==> src/rtl/sa_ctrl_pkg.sv <==
// Shared types and defaults for the systolic-array layer sequencer.
// The network is walked layer by layer, and tile by tile within each layer.
package sa_ctrl_pkg;

  localparam int NUM_LAYERS_DEF = 5;
  localparam int FOLD_W_DEF     = 8;
  localparam int CFG_WAIT_DEF   = 2;

  // Tile handshake: layer index width and tile coordinate width
  localparam int LAYER_W        = 4;
  localparam int TILE_COORD_W   = FOLD_W_DEF;

  typedef enum logic [2:0] {
    ST_IDLE,
    ST_SWITCH,
    ST_LOAD,
    ST_TILE_ISSUE,
    ST_TILE_WAIT,
    ST_POOL_ISSUE,
    ST_POOL_WAIT,
    ST_FINISH
  } seq_state_t;

  function automatic logic is_busy_state(input seq_state_t s);
    return s != ST_IDLE;
  endfunction

endpackage

==> src/rtl/fold_counter2d.sv <==
// Two-level fold counter: row is the inner loop, col the outer loop.
// Limits are inclusive and compared for equality, so the counter never overflows.
module fold_counter2d #(
  parameter int W = 8
) (
  input  logic         clk,
  input  logic         rst_n,
  input  logic         clear,
  input  logic         step,
  input  logic [W-1:0] row_max,
  input  logic [W-1:0] col_max,
  output logic [W-1:0] row,
  output logic [W-1:0] col,
  output logic         last
);

  logic row_at_max;
  logic col_at_max;

  assign row_at_max = (row == row_max);
  assign col_at_max = (col == col_max);
  assign last       = row_at_max && col_at_max;

  always_ff @(posedge clk or negedge rst_n) begin
    if (!rst_n) begin
      row <= '0;
      col <= '0;
    end else if (clear) begin
      row <= '0;
      col <= '0;
    end else if (step) begin
      if (row_at_max) begin
        row <= '0;
        col <= col_at_max ? '0 : col + W'(1);
      end else begin
        row <= row + W'(1);
      end
    end
  end

endmodule

==> src/rtl/layer_sequencer.sv <==
// Layer sequencer: switches the config block, waits for it to settle, runs all
// tiles of the layer through the array, optionally pools, then moves to the next layer.
module layer_sequencer
  import sa_ctrl_pkg::*;
#(
  parameter int NUM_LAYERS = NUM_LAYERS_DEF,
  parameter int FOLD_W     = FOLD_W_DEF,
  parameter int CFG_WAIT   = CFG_WAIT_DEF
) (
  input  logic               clk,
  input  logic               rst_n,
  input  logic               net_start,
  input  logic               abort,
  output logic               layer_switch,
  input  logic [FOLD_W-1:0]  fold_rows,
  input  logic [FOLD_W-1:0]  fold_cols,
  input  logic               pooling_en,
  input  logic [LAYER_W-1:0] layer_index,
  output logic               tile_start,
  output logic [FOLD_W-1:0]  tile_row,
  output logic [FOLD_W-1:0]  tile_col,
  input  logic               tile_done,
  output logic               pool_start,
  input  logic               pool_done,
  output logic [LAYER_W-1:0] cur_layer,
  output logic               busy,
  output logic               net_done,
  output logic               cfg_err
);

  localparam int                 WAIT_W     = (CFG_WAIT > 1) ? $clog2(CFG_WAIT) : 1;
  localparam logic [WAIT_W-1:0]  LAST_WAIT  = WAIT_W'(CFG_WAIT - 1);
  localparam logic [LAYER_W-1:0] LAST_LAYER = LAYER_W'(NUM_LAYERS);

  seq_state_t           state_reg;
  seq_state_t           state_next;
  logic [WAIT_W-1:0]    wait_reg;
  logic [WAIT_W-1:0]    wait_next;
  logic [LAYER_W-1:0]   layer_next;
  logic [FOLD_W-1:0]    rows_lim_reg;
  logic [FOLD_W-1:0]    cols_lim_reg;
  logic                 pool_lim_reg;
  logic                 latch_cfg;
  logic                 err_set;
  logic                 cnt_clear;
  logic                 cnt_step;
  logic                 tile_last;

  fold_counter2d #(
    .W(FOLD_W)
  ) u_fold (
    .clk     (clk),
    .rst_n   (rst_n),
    .clear   (cnt_clear),
    .step    (cnt_step),
    .row_max (rows_lim_reg),
    .col_max (cols_lim_reg),
    .row     (tile_row),
    .col     (tile_col),
    .last    (tile_last)
  );

  always_comb begin
    state_next = state_reg;
    wait_next  = wait_reg;
    layer_next = cur_layer;
    latch_cfg  = 1'b0;
    err_set    = 1'b0;
    cnt_clear  = 1'b0;
    cnt_step   = 1'b0;

    case (state_reg)
      ST_IDLE: begin
        if (net_start) begin
          state_next = ST_SWITCH;
          layer_next = LAYER_W'(1);
        end
      end
      ST_SWITCH: begin
        wait_next  = '0;
        state_next = ST_LOAD;
      end
      ST_LOAD: begin
        if (wait_reg == LAST_WAIT) begin
          latch_cfg  = 1'b1;
          cnt_clear  = 1'b1;
          err_set    = (layer_index != cur_layer);
          state_next = ST_TILE_ISSUE;
        end else begin
          wait_next = wait_reg + WAIT_W'(1);
        end
      end
      ST_TILE_ISSUE: begin
        state_next = ST_TILE_WAIT;
      end
      ST_TILE_WAIT: begin
        if (tile_done) begin
          cnt_step = 1'b1;
          if (!tile_last) begin
            state_next = ST_TILE_ISSUE;
          end else if (pool_lim_reg) begin
            state_next = ST_POOL_ISSUE;
          end else if (cur_layer < LAST_LAYER) begin
            layer_next = cur_layer + LAYER_W'(1);
            state_next = ST_SWITCH;
          end else begin
            state_next = ST_FINISH;
          end
        end
      end
      ST_POOL_ISSUE: begin
        state_next = ST_POOL_WAIT;
      end
      ST_POOL_WAIT: begin
        if (pool_done) begin
          if (cur_layer < LAST_LAYER) begin
            layer_next = cur_layer + LAYER_W'(1);
            state_next = ST_SWITCH;
          end else begin
            state_next = ST_FINISH;
          end
        end
      end
      ST_FINISH: begin
        layer_next = '0;
        state_next = ST_IDLE;
      end
      default: begin
        state_next = ST_IDLE;
        layer_next = '0;
      end
    endcase

    // Abort overrides everything except the sticky error flag
    if (abort) begin
      state_next = ST_IDLE;
      wait_next  = '0;
      layer_next = '0;
      latch_cfg  = 1'b0;
      err_set    = 1'b0;
      cnt_clear  = 1'b1;
      cnt_step   = 1'b0;
    end
  end

  always_ff @(posedge clk or negedge rst_n) begin
    if (!rst_n) begin
      state_reg    <= ST_IDLE;
      wait_reg     <= '0;
      cur_layer    <= '0;
      rows_lim_reg <= '0;
      cols_lim_reg <= '0;
      pool_lim_reg <= 1'b0;
      cfg_err      <= 1'b0;
      layer_switch <= 1'b0;
      tile_start   <= 1'b0;
      pool_start   <= 1'b0;
      net_done     <= 1'b0;
      busy         <= 1'b0;
    end else begin
      state_reg <= state_next;
      wait_reg  <= wait_next;
      cur_layer <= layer_next;
      if (latch_cfg) begin
        rows_lim_reg <= fold_rows;
        cols_lim_reg <= fold_cols;
        pool_lim_reg <= pooling_en;
      end
      if (err_set) begin
        cfg_err <= 1'b1;
      end
      // Pulses are decoded from the next state so they line up with the state itself
      layer_switch <= (state_next == ST_SWITCH) || (state_next == ST_FINISH);
      tile_start   <= (state_next == ST_TILE_ISSUE);
      pool_start   <= (state_next == ST_POOL_ISSUE);
      net_done     <= (state_next == ST_FINISH);
      busy         <= is_busy_state(state_next);
    end
  end

endmodule
==> config.mk <==
export PLATFORM = sky130hd
export DESIGN_NAME = layer_sequencer
export DESIGN_NICKNAME = d
export VERILOG_FILES = /design/src/rtl/sa_ctrl_pkg.sv /design/src/rtl/fold_counter2d.sv /design/src/rtl/layer_sequencer.sv
export SDC_FILE = /design/constraint.sdc
export NUM_CORES = 1
export LEC_CHECK = 0
export CELL_PAD_IN_SITES_DETAIL_PLACEMENT = 1
export CELL_PAD_IN_SITES_GLOBAL_PLACEMENT = 1
export CORE_UTILIZATION = 42
export CTS_CLUSTER_SIZE = 28
export DETAILED_ROUTE_END_ITERATION = 8
export PLACE_DENSITY_LB_ADDON = 0.1
export SYNTH_ARGS = -nofsm -noshare
export SYNTH_HDL_FRONTEND = slang
export SYNTH_SLANG_ARGS = --single-unit
==> constraint.sdc <==
create_clock -name clk -period 5.56 [get_ports clk]
set_input_delay 1.668 -clock clk [delete_from_list [all_inputs] [get_ports clk]]
set_output_delay 1.668 -clock clk [all_outputs]
set_load 0.01 [all_outputs]
======== Word-level counts from Yosys, hierarchy flattened ========
Cells that the tools add are included.
storage, ports and cells
  register bits after elaboration ......... 47
  input bits .............................. 27
  logic and storage cells ................. 85
operators by class
  $add $sub $neg .......................... 4
  $lt $le $gt $ge ......................... 1
  eq/ne operators ......................... 19
  muxes and demuxes ....................... 37
  reduce and logical (&&, ||, !) cells .... 10
operators with widths
  operator                                                                count
  8-bit two-way mux                                                       7
  4-bit two-way mux                                                       7
  3-bit two-way mux                                                       8
  3-bit case mux with 8 select lines                                      1
  3-bit equality test (second input constant)                             6
  8-bit by 1-bit adder with 8-bit output (second input constant)          2
  8-bit equality test                                                     2
  4-bit case mux with 4 select lines                                      1
  3-bit != test (second input constant)                                   5
  1-bit two-way mux                                                       12
  3-bit by 2-bit equality test with 1-bit output (second input constant)  3
  3-bit by 1-bit equality test with 1-bit output (second input constant)  2
  6-bit AND reduction                                                     1
  3-bit nonzero test                                                      2
  5-bit nonzero test                                                      1
  4-bit by 1-bit adder with 4-bit output (second input constant)          1
  4-bit by 3-bit < comparator with 1-bit output (second input constant)   1
  4-bit != test                                                           1
  2-bit nonzero test                                                      2
  3-bit logical NOT                                                       1
  1-bit case mux with 2 select lines                                      1
  2-bit AND reduction                                                     1
  1-bit adder (second input constant)                                     1
  1-bit logical AND                                                       1
  1-bit logical OR                                                        1

======== Longest topological paths before layout ========
  depth after elaboration ................. 9
  depth in mapped cells ................... 8
  mapped depth without buffers ............ 8

======== Hierarchy ========
Synthesis repeated with hierarchy kept, for this count alone.
second synthesis, totals
  cells, all modules ...................... 242
  area, all modules ....................... 2577.5 um2
modules (own cells, without submodules)
  module           times used  cells each  area an instance (um2)
  layer_sequencer  1           129         1539.0
  fold_counter2d   1           113         1038.5

======== Worst setup path after synthesis ========
OpenSTA, ideal clock, no wires.
  path kind ............................... input to register
  from .................................... in pool_done
  to ...................................... reg busy
  library setup time ...................... 0.131 ns
  arrival time ............................ 2.705 ns
  required time ........................... 5.429 ns
  setup slack ............................. 2.723 ns
  stages on the path ...................... 4
  path through ............................ mux4_2 -> and2_1 -> clkbuf_1 -> or3_1
on the way
  longest elaborated chain between the ends .. 4
ends and longest elaborated chain
  what                                RTL line                RTL
  start: declaration                  layer_sequencer.sv:24   input logic pool_done,
  3-bit two-way mux                   layer_sequencer.sv:115  if (pool_done) begin
  3-bit case mux with 8 select lines  layer_sequencer.sv:72   case (state_reg)
  3-bit two-way mux                   layer_sequencer.sv:135  if (abort) begin
  net state_next[0]                   layer_sequencer.sv:36   seq_state_t state_next;
  3-bit nonzero test                  sa_ctrl_pkg.sv:25       return s != ST_IDLE;
  end signal: assignment              layer_sequencer.sv:177  busy <= is_busy_state(state_next);
  end: declaration                    layer_sequencer.sv:26   output logic busy,
The timed path passes the listed nets, and every way through them passes these cells.
A chain may end at the register's enable or synchronous reset.

======== Final worst setup path ========
  from .................................... in abort
  to ...................................... reg rows_lim_reg[4]
on the way
  longest elaborated chain between the ends .. 1
ends and longest elaborated chain
  what                    RTL line                RTL
  start: declaration      layer_sequencer.sv:13   input logic abort,
  1-bit two-way mux       layer_sequencer.sv:135
  end signal: assignment  layer_sequencer.sv:165  rows_lim_reg <= fold_rows;
  end: declaration        layer_sequencer.sv:40   logic [FOLD_W-1:0] rows_lim_reg;
Every way passes these cells.

==> impl_metrics.toml <==
[synthesis]
mappedNetlistArea_um2 = 2520
synth_mux_area_share_pct = 9.66
yosys_warnings = 0
synthAdderAreaFrac_pct = 1.98
synthesis.nets = 275
synth-xor-area-share_pct = 9.32
syn_inst = 244
avgSynthCellArea_um2 = 10.3
synth-seq-area-share_pct = 46.6
post_synth_num_cell_types = 46
ys_async_sr_fraction_pct = 100
synth_top_family_by_area = "simple AND/OR/NAND/NOR gates"
synth_compound_area_share_pct = 12.2
synth_edf_count = 0
ys_seq_elements = 47
synth_ff_type = "dfrtp_1"
synthSimpleGateAreaFrac_pct = 17.1

[grt]
grt_pass1_wl_um = 10200
grt-ovfl-total = 0
antenna_found_initial = 0
grt_pass1_vias = 2136
track_usage_pct = 21.0
grt_max_degree = 48

[clocking]
clk_pin_slew_ns = 0.08
cts.repair.resized = 0
root_buffer = "clkbuf_8"
cts_tree = "done"
cts.sinks = 47
cts_hold_buf = 0
clock_latency_ns = 0.29
postCtsSetupBuffers = 0
htreeDepth = 2
cts_buffers = 5
cts_buffer_depth = 2

[critical_path]
arrival_ns = 3.60
path_class = "primary input to register"
crit_path_end_kind = "register"
reg2reg_depth = 5
cp.required_ns = 5.74
path_max_fanout = 18
startpoint_type = "primary input"

[floorplanning]
start_util_pct = 44.8
dieHeight_um = 79.5
core_area_um2 = 5640
placementRows = 27
ios = 53
dieArea_um2 = 6330
fp.dieW_um = 79.5

[routing]
drt_iter0_drc = 74
viasPerCell = 5.47
drtAntennaViolNets = 0
first_pass_iters = 5
wl_per_cell_um = 16.2
vias = 2008
drc = 0
wirelength_um = 5940

[timing]
hold_viol = 0
fin_setup_tns_ns = 0
finalCriticalPeriod_ns = 3.42
period_share_pct = 61.6
fmax_ghz = 0.292
fin_skew_ns = 0.00556
fin_hold_ws_ns = 0.469
slew_headroom_pct = 28.5
worstMarginPinSlew_ns = 1.07
setup_viol = 0
grt_setup_unrepaired = "false"
drv_slew = 0

[run]
max_cap_violations = 0

[cells_and_area]
nets = 325
drive_above_1_share_pct = 12.5
antenna_cells = 0
instances_no_fill = 367
area_delta_synth_final_pct = 25.8

[placement]
io_buffer_count = 52
dp_hpwl_um = 4420
routabilityCongestion = 0.768
dp_cells = 359

[worst_hold_path]
whs_path_depth = 1
hold_class = "register to register"

[run_status]
status = "finished clean"

[pwr]
p_per_area_nw_per_um2 = 259
ir_drop_mv = 0.127
power_leakage_uw = 0.00133
-- worst max-delay path, cell delays in order --
cell and delay, ns:
clkdlybuf4s50_1 0.51, inv_1 0.22, and4_1 0.78, mux2_2 0.43
-- through the flow --
stage | power [µW] | instance area [µm²] | utilization [%] | setup WS [ns]
floorplan | 544 | 2520 | - | 2.72
global placement | 622 | 3090 | 54.8 | 1.87
detailed placement | 632 | 3090 | 54.8 | 1.78
CTS | 832 | 3180 | 56.3 | 2.10
global route | 872 | 3180 | 56.3 | 2.04
finish | 823 | 3180 | 56.3 | 2.14
-- metal layers --
metal	vias to the layer above	share of wire [%]	global-route usage [%]
li1	967	-	-
met1	999	45	27.0
met2	36	51	36.3
met3	6	2.6	3.09
met4	0	1.1	6.36
met5	-	0	0
-- final cells by class --
| class | count | area, µm² |
|---|---|---|
| clock buffer | 6 | 72.6 |
| fill | 634 | 2460 |
| multi-input combinational | 177 | 1270 |
| timing repair buffer | 52 | 515 |
| clock inverter | 2 | 12.5 |
| tap | 72 | 90.1 |
| inverter | 11 | 41.3 |
| sequential | 47 | 1180 |
-- power by group --
part           switching (µW)  internal [µW]
Combinational            97.9            107
Sequential               39.1            379
Clock                     112           88.0
-- synth_stat cells, types with 5 or more instances --
cell	number	share of area [%]
a21oi_1	6	1.2
clkbuf_1	5	0.74
dfrtp_1	47	47
inv_1	10	1.5
mux2_2	17	7.6
nand2_1	11	1.6
nand2b_1	7	1.7
nand3_1	9	1.8
nand4_1	8	2.0
nor2_1	14	2.1
nor3_1	7	1.4
o21ai_0	21	4.2
xnor2_1	20	6.9
xor2_1	5	1.7
-- final timing paths --
path	startpoint	to	slack (ns)
worst max-delay path	abort	rows_lim_reg[4]	2.14
worst min-delay path	cfg_err	cfg_err	0.47
worst max register to register	state_reg[2]	pool_start	3.23
worst min register to register	cfg_err	cfg_err	0.47
max in group asynchronous	rst_n	cur_layer[0]	3.33
min in group asynchronous	rst_n	u_fold.col[7]	1.57
-- cell usage in the layout (no fill, tap or decap), types with 2 or more instances in the layout --
cell type and instances:
xor2_1 5, xnor2_1 20, a31oi_1 2, nand4_1 8, o21a_1 2, nand2b_1 7, nand3b_1 2, nor2_1 14
o31ai_1 4, inv_1 10, mux2_2 17, and3_2 3, clkdlybuf4s50_1 51, dfrtp_1 47, a21oi_1 6, or3_1 2
nor3b_1 3, nor2b_1 3, ha_1 4, clkbuf_8 5, or2_2 3, nor3_1 7, and3_1 3, nand3_1 9
mux2i_1 3, o21ai_0 21, nand2_1 11
-- cell families (layout without fill, tap and decap cells) --
family	Yosys count	in the layout
compound gates	47	47
xor+xnor	26	26
fa+ha+maj	4	4
buf+inv	20	71
flops	47	47
mux	21	21
simple gates	79	79
(Power assumes the default switching activity.)
